$ cat src/rtl/jtbubl_pkg.sv
// jtbubl_pkg: shared widths, fetch FSM states and cache-entry layout for the GFX ROM requester
package jtbubl_pkg;
  localparam int ROM_AW = 18;
  localparam int SDRAM_AW = 22;
  typedef enum logic [1:0] {IDLE, REQ, BEAT0, BEAT1} state_t;
  typedef struct packed {
    logic valid;
    logic [ROM_AW-2:0] tag;
    logic [31:0] data;
  } entry_t;
endpackage

$ cat src/rtl/jtbubl_romrq_entry.sv
// jtbubl_romrq_entry: one cached long with its tag, valid bit and tag compare
module jtbubl_romrq_entry
  import jtbubl_pkg::*;
(
  input  logic              clk,
  input  logic              rst,
  input  logic              i_we,
  input  logic [ROM_AW-2:0] i_tag,
  input  logic [31:0]       i_data,
  input  logic [ROM_AW-2:0] i_cmp,
  output logic              o_match,
  output logic [31:0]       o_data
);
  entry_t r_e;
  always_ff @(posedge clk or posedge rst)
    if (rst) r_e <= '0;
    else if (i_we) r_e <= {1'b1, i_tag, i_data};
  assign o_match = r_e.valid && r_e.tag == i_cmp;
  assign o_data = r_e.data;
endmodule

$ cat src/rtl/jtbubl_gfx_romrq.sv
// jtbubl_gfx_romrq: GFX ROM long cache that fetches two SDRAM words per miss
// JTBUBL_ROMRQ_2WAY_EN selects a two-entry LRU cache instead of a single entry
module jtbubl_gfx_romrq
  import jtbubl_pkg::*;
#(
  parameter logic [SDRAM_AW-1:0] BASE = 22'h0
) (
  input  logic                rst,
  input  logic                clk,
  input  logic                rom_cs,
  input  logic [ROM_AW-1:0]   rom_addr,
  output logic [31:0]         rom_data,
  output logic                rom_ok,
  output logic                sdram_req,
  output logic [SDRAM_AW-1:0] sdram_addr,
  input  logic                sdram_ack,
  input  logic                data_rdy,
  input  logic [15:0]         sdram_din
);
  state_t r_st;
  logic [ROM_AW-2:0] r_req_tag;
  logic [15:0] r_buf;
  logic w_fill;
  logic [31:0] w_fill_data;
  assign w_fill = r_st == BEAT1 && data_rdy;
  assign w_fill_data = {sdram_din, r_buf};
`ifdef JTBUBL_ROMRQ_2WAY_EN
  logic [1:0] w_match, w_hit, w_we;
  logic [31:0] w_data [2];
  logic r_lru, r_last, w_victim;
  for (genvar i = 0; i < 2; i++) begin : g_way
    jtbubl_romrq_entry u_entry (
      .clk(clk), .rst(rst), .i_we(w_we[i]), .i_tag(r_req_tag), .i_data(w_fill_data),
      .i_cmp(rom_addr[ROM_AW-1:1]), .o_match(w_match[i]), .o_data(w_data[i])
    );
  end
  assign w_hit = {2{rom_cs}} & w_match;
  // a hit in the fill cycle protects the hit entry from eviction
  assign w_victim = w_hit[0] ? 1'b1 : w_hit[1] ? 1'b0 : r_lru;
  assign w_we = {w_fill & w_victim, w_fill & ~w_victim};
  assign rom_ok = |w_hit;
  assign rom_data = w_hit[0] ? w_data[0] : w_hit[1] ? w_data[1] : w_data[r_last];
  always_ff @(posedge clk or posedge rst)
    if (rst) begin
      r_lru <= 1'b0;
      r_last <= 1'b0;
    end else if (w_fill) begin
      r_lru <= ~w_victim;
      r_last <= w_victim;
    end else if (rom_ok) r_lru <= w_hit[0];
`else
  logic w_match;
  jtbubl_romrq_entry u_entry (
    .clk(clk), .rst(rst), .i_we(w_fill), .i_tag(r_req_tag), .i_data(w_fill_data),
    .i_cmp(rom_addr[ROM_AW-1:1]), .o_match(w_match), .o_data(rom_data)
  );
  assign rom_ok = rom_cs & w_match;
`endif
  always_ff @(posedge clk or posedge rst)
    if (rst) begin
      r_st <= IDLE;
      r_req_tag <= '0;
      r_buf <= '0;
      sdram_req <= 1'b0;
      sdram_addr <= BASE;
    end else
      case (r_st)
        IDLE: if (rom_cs && !rom_ok) begin
          r_req_tag <= rom_addr[ROM_AW-1:1];
          sdram_addr <= BASE + {{(SDRAM_AW-ROM_AW){1'b0}}, rom_addr};
          sdram_req <= 1'b1;
          r_st <= REQ;
        end
        REQ: if (sdram_ack) begin
          sdram_req <= 1'b0;
          r_st <= BEAT0;
        end
        BEAT0: if (data_rdy) begin
          r_buf <= sdram_din;
          r_st <= BEAT1;
        end
        BEAT1: if (data_rdy) r_st <= IDLE;
        default: r_st <= IDLE;
      endcase
endmodule
$ cat config.mk
export PLATFORM = sky130hd
export DESIGN_NAME = jtbubl_gfx_romrq
export DESIGN_NICKNAME = d
export VERILOG_FILES = /design/src/rtl/jtbubl_pkg.sv /design/src/rtl/jtbubl_romrq_entry.sv /design/src/rtl/jtbubl_gfx_romrq.sv
export SDC_FILE = /design/constraint.sdc
export NUM_CORES = 1
export LEC_CHECK = 0
export CAP_MARGIN = 10
export CORE_ASPECT_RATIO = 0.7
export CORE_MARGIN = 5
export CORE_UTILIZATION = 49
export CTS_BUF_LIST = sky130_fd_sc_hd__clkbuf_4 sky130_fd_sc_hd__clkbuf_8
export DETAILED_ROUTE_END_ITERATION = 10
export PLACE_DENSITY = 0.79
export SLEW_MARGIN = 20
export SYNTH_ARGS = -nofsm -noshare
export SYNTH_HDL_FRONTEND = slang
export SYNTH_SLANG_ARGS = --single-unit
$ cat constraint.sdc
create_clock -name clk -period 3.48 [get_ports clk]
set_input_delay 0.696 -clock clk [delete_from_list [all_inputs] [get_ports clk]]
set_output_delay 0.696 -clock clk [all_outputs]
set_load 0.02 [all_outputs]
Word level (Yosys, flattened, before mapping)
Index checks and enable logic that the tools add are counted.
Widths: inputs -> output; s select.

storage, ports and cells
  flip-flop bits (word level) = 104
  input port bits = 39
  logic and storage cells = 35

cells by class
  eq/ne operators = 8
  multiplexer cells = 8
  bitwise logic cells = 1
  reductions and logical operators = 10

operators with widths
  kind                count
  $eq 17x17->1        1
  $mux 2              4
  $ne 2x2->1 const B  4
  $pmux 2 s4          1
  $eq 2x2->1 const B  2
  $reduce_and 2->1    2
  $reduce_and 4->1    1
  $logic_and 1x1->1   3
  $reduce_and 3->1    1
  $eq 2x1->1 const B  1
  $logic_not 2->1     1
  $mux 1              2
  $pmux 1 s2          1
  $reduce_bool 2->1   1
  $and 1x1->1         1
  $logic_not 1->1     1

Depth between registers and ports, before layout
Gate-level depths: netlist of run 1.

  word-level depth = 7
  mapped depth = 7
  gate-level depth less buffers = 7

Cells and area by module
Synthesis of run 1 repeated with hierarchy kept, for this count alone.

second synthesis, totals
  cells, all modules = 266
  area, all modules = 3871.2 µm²

by module, submodules not included
  module              times used  cells an instance  area each (µm²)
  jtbubl_romrq_entry  1           162                2273.4
  jtbubl_gfx_romrq    1           104                1597.8

Worst setup path before layout of run 1
No wires, ideal clock.

  kind = in2out
  start point = input rom_addr[13]
  end point = output rom_ok
  arrival = 1.642 ns
  data required time = 2.784 ns
  slack = 1.142 ns
  stages on the path = 4
  path through = xor2_1 -> nor4_1 -> and3_2 -> and3_2

between the ends
  word-level cells in the longest chain between the ends = 3

ends and longest elaborated chain
  what               RTL line                  RTL
  start, declared    jtbubl_gfx_romrq.sv:11    input logic [ROM_AW-1:0] rom_addr,
  $eq 17x17->1       jtbubl_romrq_entry.sv:18  assign o_match = r_e.valid && r_e.tag == i_cmp;
  $logic_and 1x1->1  jtbubl_romrq_entry.sv:18
  $and 1x1->1        jtbubl_gfx_romrq.sv:57    assign rom_ok = rom_cs & w_match;
  end, declared      jtbubl_gfx_romrq.sv:13    output logic rom_ok,

Every way passes these cells.

Final worst setup path of run 1
  start point = input rom_addr[5]
  end point = output rom_ok

Same word-level chain as after synthesis.

==> key figures, run 1 <==
Pwr
  • Worst vdd ir: between 0.4 and 0.5 mV
  • Clock Power Share: between 10% and 20%
  • Part of the total power dissipated in sequential elements: approximately two fifths
  • Combinational Power Share: approximately 45%
  • Leak: around 2.1 nW
  • Sum of internal, switching and leakage power: a little under 5 mW
  • Switch share: between 30% and 40%
  • Total power per unit cell area: slightly below 1000 mW/mm^2
  • Switching power: ~1.6 mW
  • Internal cell power: approximately 3.2 mW

Drt
  • Via density per instance: about 5.0
  • Final routed DRC violation total: 0
  • Routed wire length per instance: 16.20 um
  • Number of routed nets with antenna violations: 0
  • Total wire length after detailed routing: 7.176 mm
  • Number of violations reported at the end of detailed-routing iteration 0: 70
  • Total iterations of the first detailed-routing run: 4
  • Vias after detailed routing: roughly 2,200

Timing
  • Worst-margin pin slew: just over 0.8 ns
  • Fraction of the cycle the final worst path needs: approximately 97%
  • Post-layout min period: about 3.4 ns
  • Final-report setup violation count: 0
  • Final worst clock skew: ~0.011 ns
  • Hold Vio Cnt, Final: 0
  • Final TNS setup: 0 ns
  • Worst Slack Setup Final: a little over 0.09 ns
  • Worst hold slack after final layout: 0.4881 ns
  • Number of pins with negative max-slew slack in the final report: 0
  • Maximum clock frequency: slightly below 0.3 GHz
  • Relative slew slack: 46.14%
  • Setup repair after global routing missed its margin: no

Finish
  • Final nets: approximately 380
  • Synthesis-to-finish area growth: 27.02%
  • Fraction of layout instances using a drive strength above 1: roughly 33%
  • Final instance count without filler cells: between 400 and 500
  • Number of inserted diodes: 0

Yosys
  • Total of warnings raised by yosys: 0
  • Count leader, synth: sky130_fd_sc_hd__dfrtp_1
  • Top cells by instance count after synthesis: sky130_fd_sc_hd__dfrtp_1 (87), sky130_fd_sc_hd__mux2_2 (73), sky130_fd_sc_hd__buf_4 (36)
  • Proportion of synthesized chip area in sequential cells: 55.97%
  • Dominant cell type by area after synthesis: sky130_fd_sc_hd__dfrtp_1
  • Post-Syn Area per Cell: approximately 14 um^2
  • Largest cells by area after synthesis: sky130_fd_sc_hd__dfrtp_1 (56%), sky130_fd_sc_hd__mux2_2 (21%), sky130_fd_sc_hd__buf_4 (6.9%)
  • FFs w/ async S/R, synth: 100.0%
  • Post-synthesis instance total: between 200 and 300
  • Register bit total from synthesis: 87
  • Top FF cell, synth: sky130_fd_sc_hd__dfrtp_1
  • Synth Cell Area: between 0.003 and 0.004 mm^2
  • Number of enable-type register cells in the synthesized netlist: 0
  • Number of distinct library cell variants in the gate-level netlist after synthesis: 25
  • Area share of the largest cell type after synthesis: 55.97%

Clock network
  • Skew-Pair Late Insertion Delay: 0.35 ns
  • Number of levels the H-tree was split into: 3
  • Clock transition time at the flip-flop clock pins of the worst setup and hold paths: approximately 0.08 ns
  • Postcts setup bufs: 0
  • CTS tree: built
  • CTS Buf Count: 9
  • Hold buffer count at CTS: 0
  • Clk buf depth: 2
  • Sink count of the clock tree: 87
  • Root Buffer Master: sky130_fd_sc_hd__clkbuf_8

Min path
  • Path class of the lowest-slack min-delay path: flop to flop

Floorplanning
  • Standard-cell rows: 27
  • Initial Utilization: around half
  • Core footprint: between 0.007 and 0.008 mm^2
  • Number of top-level design ports: 95
  • Die boundary height: between 80 and 90 um
  • Die area: between 0.009 and 0.01 mm^2
  • Chip width: between 100 and 150 um

Place
  • Placer Congestion: 0.7925
  • Number of cells in the design after placement: ~430
  • Pre-CTS worst setup slack: between 0.005 and 0.006 ns
  • HPWL Detailed: around 5.2 mm
  • Count of buffers inserted at the top-level ports: 90

Worst setup path
  • Required time of the worst setup path: ~2.8 ns
  • Data arrival time of the critical path: 2.69 ns
  • Crit path kind: primary input to output port
  • Kind of start point of the critical path: primary input
  • Type of element capturing the critical path: output port
  • Peak fanout along the critical path: 2

Global route
  • Vias in the first global route: 2,424
  • Number of antenna violations at the first check in global routing: 0
  • Largest net degree at the start of global routing: 52
  • Global Route Usage Sum: 15.60%
  • First-pass GRT wire length: 11.92 mm
  • Total overflow reported by the global router: 0

Job
  • Number of max-cap violations: 0

Run status
  • Run status: completed
## cell type report
class | count | area [um^2]
multi-input combinational | 141 | 1418
fill | 604 | 2863
inverter | 4 | 16.27
clock buffer | 10 | 137.6
tap | 101 | 126.4
sequential | 87 | 2177
clock inverter | 4 | 95.09
timing repair buffer | 96 | 970.9
## registers in the layout, summed over array words and instances (netlist names)
name and count:
u_entry.o_data 32, r_st 2, sdram_addr 1, u_entry.r_e 18, sdram_req 1, r_buf 16
r_req_tag 17
## path summary, 6_finish.rpt
path	from	to	slack, ns	cells past startpoint
hold / removal	u_entry.r_e[49]$_DFFE_PP0P_	u_entry.r_e[49]$_DFFE_PP0P_	0.49	1
setup reg to reg	u_entry.r_e[46]$_DFFE_PP0P_	r_req_tag[13]$_DFFE_PP0P_	1.19	7
setup / recovery	rom_addr[5]	rom_ok	0.09	7
max in group asynchronous	rst	u_entry.o_data[1]$_DFFE_PP0P_	2.07	3
min in group asynchronous	rst	u_entry.o_data[22]$_DFFE_PP0P_	0.72	2
hold reg to reg	u_entry.r_e[49]$_DFFE_PP0P_	u_entry.r_e[49]$_DFFE_PP0P_	0.49	1
## worst max-delay path: stages
cell	delay, ns
sky130_fd_sc_hd__clkdlybuf4s50_1	0.44
sky130_fd_sc_hd__xor2_1	0.16
sky130_fd_sc_hd__nor4_2	0.29
sky130_fd_sc_hd__buf_4	0.15
sky130_fd_sc_hd__and3_2	0.18
sky130_fd_sc_hd__and3_2	0.17
sky130_fd_sc_hd__clkdlybuf4s50_1	0.59
## layer usage
metal  share of wire (%)  track usage [%]  wire [um]
met1                  44            20.20       3145
met2                  46            23.94       3331
met3                 8.5            6.700        608
met4                 1.3            4.426         91
met5                   0                0          0
## stage by stage
step	util (%)	instance area [um^2]
floorplan	-	3901
global placement	60.09	4690
detailed placement	60.09	4690
CTS	63.16	4928
global route	63.32	4941
finish	63.32	4941
## cell usage in the layout, fill, tap and decap left out
cell type / count
sky130_fd_sc_hd__nand3_1: 4
sky130_fd_sc_hd__xnor2_1: 1
sky130_fd_sc_hd__mux2i_1: 3
sky130_fd_sc_hd__nor4_1: 1
sky130_fd_sc_hd__clkbuf_8: 10
sky130_fd_sc_hd__nor2_1: 3
sky130_fd_sc_hd__xor2_1: 16
sky130_fd_sc_hd__nand2_2: 1
sky130_fd_sc_hd__nand2b_1: 4
sky130_fd_sc_hd__inv_1: 3
sky130_fd_sc_hd__and3_2: 3
sky130_fd_sc_hd__buf_4: 4
sky130_fd_sc_hd__ha_1: 4
sky130_fd_sc_hd__clkdlybuf4s50_1: 90
sky130_fd_sc_hd__nand2_1: 3
sky130_fd_sc_hd__o21a_1: 1
sky130_fd_sc_hd__o32ai_1: 1
sky130_fd_sc_hd__a21oi_4: 1
sky130_fd_sc_hd__o21ai_0: 2
sky130_fd_sc_hd__dfrtp_1: 87
sky130_fd_sc_hd__nor4_2: 3
sky130_fd_sc_hd__mux2_4: 10
sky130_fd_sc_hd__clkinv_2: 2
sky130_fd_sc_hd__nor2b_1: 1
sky130_fd_sc_hd__mux2_2: 73
sky130_fd_sc_hd__bufinv_16: 3
sky130_fd_sc_hd__conb_1: 4
sky130_fd_sc_hd__buf_12: 2
sky130_fd_sc_hd__a31oi_1: 2
## power groups by stage
stage,clock [mW],sequential [mW],combinational (mW)
finish,0.821,1.83,2.16
global route,0.887,1.90,2.32
CTS,0.848,1.84,2.19
detailed placement,0,1.86,2.17
global placement,0,1.82,2.11
floorplan,0,1.91,1.47
## logic make-up after synthesis
kind of cell / count (synthesis) / synth area share [%]
DFF: 87 / 55.97
other: 1 / 0.09640
muxes: 86 / 25.76
and+or+nand+nor: 23 / 3.216
xor gates and xnor gates: 17 / 3.828
adders and majority gates: 4 / 1.287
buffers and inverters: 47 / 8.427
AOI/OAI and AO/OA: 7 / 1.415
## timing repair
action / CTS / global route
pin swaps: 0 / 1
resized for setup: 1 / 2
setup endpoints to repair: 1 / 1
No activity file was read; power rests on OpenSTA's default activity.
==> run 2: changes to the inputs <==
--- a/config.mk
+++ b/config.mk
@@ -5,13 +5,14 @@
 export SDC_FILE = /design/constraint.sdc
 export NUM_CORES = 1
 export LEC_CHECK = 0
-export CAP_MARGIN = 10
+export CAP_MARGIN = 5
 export CORE_ASPECT_RATIO = 0.7
 export CORE_MARGIN = 5
 export CORE_UTILIZATION = 49
 export CTS_BUF_LIST = sky130_fd_sc_hd__clkbuf_4 sky130_fd_sc_hd__clkbuf_8
 export DETAILED_ROUTE_END_ITERATION = 10
 export PLACE_DENSITY = 0.79
+export REMOVE_ABC_BUFFERS = 1
 export SLEW_MARGIN = 20
 export SYNTH_ARGS = -nofsm -noshare
 export SYNTH_HDL_FRONTEND = slang
==> run 2 against run 1 <==
Compared with the run above: critical path depth did not move; sequential cell count did not move; cell count rose by 0.23%; hold slack improved by 0.012 ns; clock power fell by 3.7%; critical endpoint unchanged; highest routed layer unchanged.
==> key figures, run 2 (synthesized netlist as in run 1, its figures left out) <==
Worst setup path
  • Required time of the worst setup path: 2.78 ns (about the same)
  • Type of element capturing the critical path: output port (unchanged)
  • Crit path kind: primary input to output port (unchanged)
  • Reg-to-reg critical path endpoint: r_req_tag[6]$_DFFE_PP0P_ (was r_req_tag[13]$_DFFE_PP0P_)
  • Kind of start point of the critical path: primary input (unchanged)
  • Worst reg2reg path depth: 7 (unchanged)
  • Data arrival time of the critical path: 2.51 ns (was 2.69 ns)
  • Origin of the critical flop-to-flop path: u_entry.r_e[36]$_DFFE_PP0P_ (was u_entry.r_e[46]$_DFFE_PP0P_)
  • Peak fanout along the critical path: 3 (was 2)
  • Register-to-register path setup slack: 1.48 ns (was 1.19 ns)

Global route
  • Vias in the first global route: 2,374 (was 2,424)
  • Largest net degree at the start of global routing: 88 (was 52)
  • Global Route Usage Sum: 15.28% (was 15.60%)
  • Number of antenna violations at the first check in global routing: 0 (unchanged)
  • Total overflow reported by the global router: 0 (unchanged)
  • First-pass GRT wire length: 11.67 mm (was 11.92 mm)

Clock network
  • Hold buffer count at CTS: 0 (unchanged)
  • CTS Buf Count: 9 (unchanged)
  • Clock transition time at the flip-flop clock pins of the worst setup and hold paths: 0.08 ns (about the same)
  • Number of levels the H-tree was split into: 3 (unchanged)
  • Number of cells upsized or downsized after cts: 1 (unchanged)
  • Clk buf depth: 2 (unchanged)
  • CTS tree: built (unchanged)
  • Skew-Pair Late Insertion Delay: 0.35 ns (about the same)
  • Root Buffer Master: sky130_fd_sc_hd__clkbuf_8 (unchanged)
  • Sink count of the clock tree: 87 (unchanged)
  • Postcts setup bufs: 0 (unchanged)

Pwr
  • Total power per unit cell area: 968.8 mW/mm^2 (was 973.4 mW/mm^2)
  • Leak: 2.137 nW (was 2.134 nW)
  • Worst vdd ir: 0.5099 mV (was 0.4659 mV)
  • Sum of internal, switching and leakage power: 4.771 mW (was 4.810 mW)

Timing
  • Worst-margin pin slew: 0.7753 ns (was 0.8061 ns)
  • Final worst clock skew: 0.004687 ns (was 0.01125 ns)
  • Final-report setup violation count: 0 (unchanged)
  • Post-layout min period: 3.210 ns (was 3.387 ns)
  • Maximum clock frequency: 0.3115 GHz (was 0.2952 GHz)
  • Fraction of the cycle the final worst path needs: 92.25% (was 97.33%)
  • Relative slew slack: 48.19% (was 46.14%)
  • Hold Vio Cnt, Final: 0 (unchanged)
  • Setup repair after global routing missed its margin: no (unchanged)
  • Final TNS setup: 0 ns (unchanged)
  • Number of pins with negative max-slew slack in the final report: 0 (unchanged)

Place
  • HPWL Detailed: 5.001 mm (was 5.231 mm)
  • Count of buffers inserted at the top-level ports: 90 (unchanged)
  • Number of cells in the design after placement: 428 (was 429)
  • Placer Congestion: 0.7931 (was 0.7925)
  • Cell Area, Placed: 0.004695 mm^2 (was 0.004690 mm^2)

Drt
  • Number of routed nets with antenna violations: 0 (unchanged)
  • Vias after detailed routing: 2,182 (was 2,228)
  • Number of violations reported at the end of detailed-routing iteration 0: 64 (was 70)
  • Final routed DRC violation total: 0 (unchanged)
  • Total iterations of the first detailed-routing run: 4 (unchanged)
  • Via density per instance: 4.914 (was 5.029)
  • Total wire length after detailed routing: 7.085 mm (was 7.176 mm)
  • Routed wire length per instance: 15.96 um (was 16.20 um)

Finish
  • Number of inserted diodes: 0 (unchanged)
  • Synthesis-to-finish area growth: 26.60% (was 27.02%)
  • Total area of multi-input combinational cells: 0.001399 mm^2 (was 0.001418 mm^2)
  • Fraction of layout instances using a drive strength above 1: 32.07% (was 32.75%)
  • Leading cell type in the layout, fill and taps excluded: sky130_fd_sc_hd__clkdlybuf4s50_1 (unchanged)
  • Final instance count without filler cells: 444 (was 443)
  • Final nets: 381 (was 382)
  • Final design area excluding fillers: 0.004925 mm^2 (was 0.004941 mm^2)
  • Max FFs per register: 32 (unchanged)
  • Number of filler instances in the final layout: 619 (was 604)
  • Area taken by flip-flops and latches: 0.002177 mm^2 (unchanged)
  • Commonest cells after routing, fill and taps aside: sky130_fd_sc_hd__clkdlybuf4s50_1 (89), sky130_fd_sc_hd__dfrtp_1 (87), sky130_fd_sc_hd__mux2_2 (73) (was sky130_fd_sc_hd__clkdlybuf4s50_1 (90), sky130_fd_sc_hd__dfrtp_1 (87), sky130_fd_sc_hd__mux2_2 (73))

Floorplanning
  • Chip width: 116.5 um (unchanged)
  • Initial Utilization: 49.85% (unchanged)
  • Number of top-level design ports: 95 (unchanged)
  • Die boundary height: 84.55 um (unchanged)
  • Standard-cell rows: 27 (unchanged)
  • Die area: 0.009849 mm^2 (unchanged)
  • Core footprint: 0.007804 mm^2 (unchanged)

Min path
  • Path class of the lowest-slack min-delay path: flop to flop (unchanged)
  • Hold Crit Endpoint: u_entry.o_data[5]$_DFFE_PP0P_ (was u_entry.r_e[49]$_DFFE_PP0P_)
  • Hold Path Cell Cnt: 1 (unchanged)
  • Startpoint of the most critical hold path: r_buf[5]$_DFFE_PP0P_ (was u_entry.r_e[49]$_DFFE_PP0P_)

Job
  • Number of max-cap violations: 0 (unchanged)

Run status
  • Run status: completed (unchanged)
## run 2: layer usage
layer	vias to the layer above	GRT usage (%)	part of all wire [%]
li1	1024	-	-
met4	0	4.426	1.1
met1	1084	19.40	44
met2	63	23.99	47
met3	11	6.412	7.5
met5	-	0	0
## run 2: where the power goes
group | leakage, nW | switching, mW | total, mW | internal, mW
logic | 0.986 | 0.939 | 2.15 | 1.21
registers | 1.03 | 0.298 | 1.83 | 1.53
clock network | 0.120 | 0.333 | 0.791 | 0.459
## run 2: cell type report
| class | instances | share of cell area, % |
|---|---|---|
| timing repair buffer | 95 | 19.79 |
| multi-input combinational | 141 | 28.40 |
| inverter | 4 | 0.3303 |
| tap | 101 | 2.566 |
| clock inverter | 3 | 1.321 |
| clock buffer | 13 | 3.379 |
| sequential | 87 | 44.21 |
## run 2: worst max-delay path by stage
| stage | startpoint | depth (start not counted) | end |
|---|---|---|---|
| after detailed placement | rom_addr[7] | 7 | rom_ok |
| after global routing | rom_addr[7] | 7 | rom_ok |
| after global placement | rom_addr[13] | 6 | rom_ok |
| final | rom_addr[7] | 7 | rom_ok |
| after floorplan | rst | 1 | r_buf[0]$_DFFE_PP0P_ |
| after CTS | rom_addr[7] | 7 | rom_ok |
## run 2: stage by stage
step           hold slack, ns  setup slack [ns]  utilization, %
2_1_floorplan          0.4478            0.5338               -
3_3_place_gp           0.4806           0.02669           60.16
3_5_place_dp           0.4862          -0.01592           60.16
4_1_cts                0.5047            0.2520           63.11
5_1_grt                0.5203            0.1686           63.11
6_report               0.4998            0.2699           63.11
## run 2: critical path, cell delays in order
cell,delay (ns)
sky130_fd_sc_hd__clkdlybuf4s50_1,0.45
sky130_fd_sc_hd__xor2_1,0.18
sky130_fd_sc_hd__nor4_1,0.28
sky130_fd_sc_hd__buf_4,0.16
sky130_fd_sc_hd__and3_2,0.24
sky130_fd_sc_hd__and3_2,0.18
sky130_fd_sc_hd__dlygate4sd2_1,0.32
==> run 3: changes to the inputs <==
--- a/config.mk
+++ b/config.mk
@@ -6,14 +6,14 @@
 export NUM_CORES = 1
 export LEC_CHECK = 0
 export CAP_MARGIN = 5
-export CORE_ASPECT_RATIO = 0.7
+export CORE_ASPECT_RATIO = 0.6
 export CORE_MARGIN = 5
 export CORE_UTILIZATION = 49
 export CTS_BUF_LIST = sky130_fd_sc_hd__clkbuf_4 sky130_fd_sc_hd__clkbuf_8
 export DETAILED_ROUTE_END_ITERATION = 10
 export PLACE_DENSITY = 0.79
 export REMOVE_ABC_BUFFERS = 1
-export SLEW_MARGIN = 20
+export SLEW_MARGIN = 0
 export SYNTH_ARGS = -nofsm -noshare
 export SYNTH_HDL_FRONTEND = slang
 export SYNTH_SLANG_ARGS = --single-unit
==> run 3 against run 2 <==
Compared with the run above: via count rose by 1.1%; hold slack worse by 0.015 ns; count of clock-buffer cells in the layout grew 1; sequential power is essentially flat; sequential share of layout area barely moved; clock power shrank 5.6%; combinational power hardly changed; maximum frequency shrank 1.3%; highest routed layer unchanged.
==> key figures, run 3 (synthesized netlist as in run 1, its figures left out) <==
Run status
  • Run status: completed (unchanged)

Worst setup path
  • Kind of start point of the critical path: primary input (unchanged)
  • Total number of cells along the worst setup path: 7 (unchanged)
  • Type of element capturing the critical path: output port (unchanged)
  • Reg-to-reg critical path endpoint: r_req_tag[4]$_DFFE_PP0P_ (was r_req_tag[6]$_DFFE_PP0P_)
  • Slowest cell on the critical path: sky130_fd_sc_hd__clkdlybuf4s50_1 (unchanged)
  • Origin of the critical flop-to-flop path: u_entry.r_e[45]$_DFFE_PP0P_ (was u_entry.r_e[36]$_DFFE_PP0P_)
  • Worst reg2reg path depth: 7 (unchanged)
  • Setup crit start: rom_addr[5] (was rom_addr[7])
  • CP Cell Sequence: clkdlybuf4s50_1 > xor2_1 > nor4_2 > buf_4 > and3_2 > and3_2 > dlygate4sd2_1 (was clkdlybuf4s50_1 > xor2_1 > nor4_1 > buf_4 > and3_2 > and3_2 > dlygate4sd2_1)
  • CP Buf/Inv Count: 3 (unchanged)
  • Crit path kind: primary input to output port (unchanged)
  • CP most frequent cell: sky130_fd_sc_hd__and3_2 (unchanged)
  • Endpoint of the most critical setup path: rom_ok (unchanged)
  • Data arrival time of the critical path: 2.56 ns (was 2.51 ns)
  • Peak fanout along the critical path: 3 (unchanged)
  • Max stage delay on crit path: 0.46 ns (was 0.45 ns)
  • Largest delay share family, worst path: buffers and inverters (unchanged)
  • Register-to-register path setup slack: 1.41 ns (was 1.48 ns)
  • Required time of the worst setup path: 2.78 ns (about the same)

Pwr
  • Switch share: 33.53% (was 32.90%)
  • Switching power: 1.586 mW (was 1.569 mW)
  • Combinational Power Share: 45.5% (was 45.1%)
  • Leak: 2.129 nW (was 2.137 nW)
  • Sum of internal, switching and leakage power: 4.731 mW (was 4.771 mW)
  • Clock Power Share: 15.8% (was 16.6%)
  • Internal cell power: 3.145 mW (was 3.202 mW)
  • Worst vdd ir: 0.5246 mV (was 0.5099 mV)
  • Part of the total power dissipated in sequential elements: 38.7% (was 38.3%)
  • Total power per unit cell area: 961.5 mW/mm^2 (was 968.8 mW/mm^2)

Finish
  • Leading cell type in the layout, fill and taps excluded: sky130_fd_sc_hd__clkdlybuf4s50_1 (unchanged)
  • Number of filler instances in the final layout: 600 (was 619)
  • Synthesis-to-finish area growth: 26.50% (was 26.60%)
  • Fraction of layout instances using a drive strength above 1: 32.56% (was 32.07%)
  • Max FFs per register: 32 (unchanged)
  • Final design area excluding fillers: 0.004921 mm^2 (was 0.004925 mm^2)
  • Commonest cells after routing, fill and taps aside: sky130_fd_sc_hd__clkdlybuf4s50_1 (89), sky130_fd_sc_hd__dfrtp_1 (87), sky130_fd_sc_hd__mux2_2 (73) (unchanged)
  • Number of inserted diodes: 0 (unchanged)
  • Final nets: 382 (was 381)

Timing
  • Maximum clock frequency: 0.3075 GHz (was 0.3115 GHz)
  • Worst hold slack after final layout: 0.4852 ns (was 0.4998 ns)
  • Hold Vio Cnt, Final: 0 (unchanged)
  • Number of pins with negative max-slew slack in the final report: 0 (unchanged)
  • Post-layout min period: 3.252 ns (was 3.210 ns)
  • Final TNS setup: 0 ns (unchanged)
  • Setup repair after global routing missed its margin: no (unchanged)
  • Final worst clock skew: 0.008488 ns (was 0.004687 ns)
  • Worst-margin pin slew: 0.7508 ns (was 0.7753 ns)
  • Fraction of the cycle the final worst path needs: 93.44% (was 92.25%)
  • Final-report setup violation count: 0 (unchanged)
  • Relative slew slack: 49.82% (was 48.19%)

Place
  • Count of buffers inserted at the top-level ports: 90 (unchanged)
  • Cell Area, Placed: 0.004698 mm^2 (was 0.004695 mm^2)
  • HPWL Detailed: 5.216 mm (was 5.001 mm)
  • Placer Congestion: 0.7478 (was 0.7931)

Clock network
  • Sink count of the clock tree: 87 (unchanged)
  • Skew-Pair Late Insertion Delay: 0.36 ns (was 0.35 ns)
  • CTS tree: built (unchanged)
  • Postcts setup bufs: 0 (unchanged)
  • Number of levels the H-tree was split into: 3 (unchanged)
  • Clk buf depth: 2 (unchanged)
  • CTS Buf Count: 9 (unchanged)
  • Root Buffer Master: sky130_fd_sc_hd__clkbuf_8 (unchanged)
  • Clock transition time at the flip-flop clock pins of the worst setup and hold paths: 0.07 ns (was 0.08 ns)

Drt
  • Total wire length after detailed routing: 7.278 mm (was 7.085 mm)
  • Total iterations of the first detailed-routing run: 4 (unchanged)
  • Vias after detailed routing: 2,207 (was 2,182)
  • Routed wire length per instance: 16.10 um (was 15.96 um)
  • Via density per instance: 4.883 (was 4.914)
  • Number of routed nets with antenna violations: 0 (unchanged)
  • Final routed DRC violation total: 0 (unchanged)
  • Number of violations reported at the end of detailed-routing iteration 0: 94 (was 64)

Floorplanning
  • Core footprint: 0.007789 mm^2 (was 0.007804 mm^2)
  • Chip width: 125.0 um (was 116.5 um)
  • Initial Utilization: 49.94% (was 49.85%)
  • Die boundary height: 79.02 um (was 84.55 um)
  • Standard-cell rows: 25 (was 27)
  • Die area: 0.009879 mm^2 (was 0.009849 mm^2)
  • Number of top-level design ports: 95 (unchanged)

Global route
  • Vias in the first global route: 2,490 (was 2,374)
  • Total overflow reported by the global router: 0 (unchanged)
  • First-pass GRT wire length: 12.25 mm (was 11.67 mm)
  • Number of antenna violations at the first check in global routing: 0 (unchanged)
  • Global Route Usage Sum: 15.83% (was 15.28%)
  • Largest net degree at the start of global routing: 88 (unchanged)

Min path
  • Path class of the lowest-slack min-delay path: flop to flop (unchanged)

Job
  • Number of max-cap violations: 0 (unchanged)
==> run 3: how the worst min path moves through the flow <==
| stage | start | to | slack [ns] | depth (start not counted) |
|---|---|---|---|---|
| finish | u_entry.r_e[49]$_DFFE_PP0P_ | u_entry.r_e[49]$_DFFE_PP0P_ | 0.49 | 1 |
| global route | r_buf[13]$_DFFE_PP0P_ | r_buf[13]$_DFFE_PP0P_ | 0.52 | 1 |
| CTS | u_entry.r_e[49]$_DFFE_PP0P_ | u_entry.r_e[49]$_DFFE_PP0P_ | 0.49 | 1 |
| detailed placement | u_entry.r_e[49]$_DFFE_PP0P_ | u_entry.r_e[49]$_DFFE_PP0P_ | 0.47 | 1 |
| global placement | u_entry.r_e[49]$_DFFE_PP0P_ | u_entry.r_e[49]$_DFFE_PP0P_ | 0.47 | 1 |
| floorplan | u_entry.r_e[49]$_DFFE_PP0P_ | u_entry.r_e[49]$_DFFE_PP0P_ | 0.45 | 1 |
==> run 3: worst register-to-register path, cell delays in order (launching register included) <==
cell	delay, ns
sky130_fd_sc_hd__dfrtp_1	0.39
sky130_fd_sc_hd__xor2_1	0.14
sky130_fd_sc_hd__nor4_1	0.41
sky130_fd_sc_hd__and3_2	0.27
sky130_fd_sc_hd__buf_4	0.12
sky130_fd_sc_hd__a21oi_4	0.04
sky130_fd_sc_hd__buf_4	0.23
sky130_fd_sc_hd__mux2_4	0.34
==> run 3: power groups by stage <==
stage / registers (mW) / logic, mW / clock network, mW
2_1_floorplan: 2.17 / 0.925 / 0
3_3_place_gp: 1.82 / 2.13 / 0
3_5_place_dp: 1.86 / 2.17 / 0
4_1_cts: 1.84 / 2.19 / 0.768
5_1_grt: 1.90 / 2.31 / 0.819
6_report: 1.83 / 2.15 / 0.747
==> run 3: stage by stage <==
stage                     instances  util, %  setup slack [ns]
after global routing            452    63.18            0.1351
after CTS                       452    63.18            0.2161
final                           452    63.18            0.2283
after detailed placement        436    60.32           -0.1113
after global placement          436    60.32           -0.1018
after floorplan                 232        -            0.5338
==> run 3: timing repair <==
action                                  4_1_cts  5_1_grt
hold buffers                                  0        0
endpoints found under the setup margin        1        0
gates resized for setup                       2        0
==> run 3: final cells by class <==
class / instances / area, um^2 / area share [%]
inverters: 4 / 16.27 / 0.3305
clock buffers: 14 / 180.2 / 3.661
flip-flops and latches: 87 / 2177 / 44.24
repair buffers: 96 / 969.7 / 19.71
clock inverters: 2 / 37.54 / 0.7628
multi-input cells: 141 / 1405 / 28.55
well taps: 108 / 135.1 / 2.746
==> run 3: per-layer routing <==
metal	up-vias	part of all wire, %	GRT usage [%]
li1	1034	-	-
met1	1102	46	20.00
met2	65	44	23.37
met3	6	9.6	9.543
met4	0	0.76	3.571
met5	-	0	0
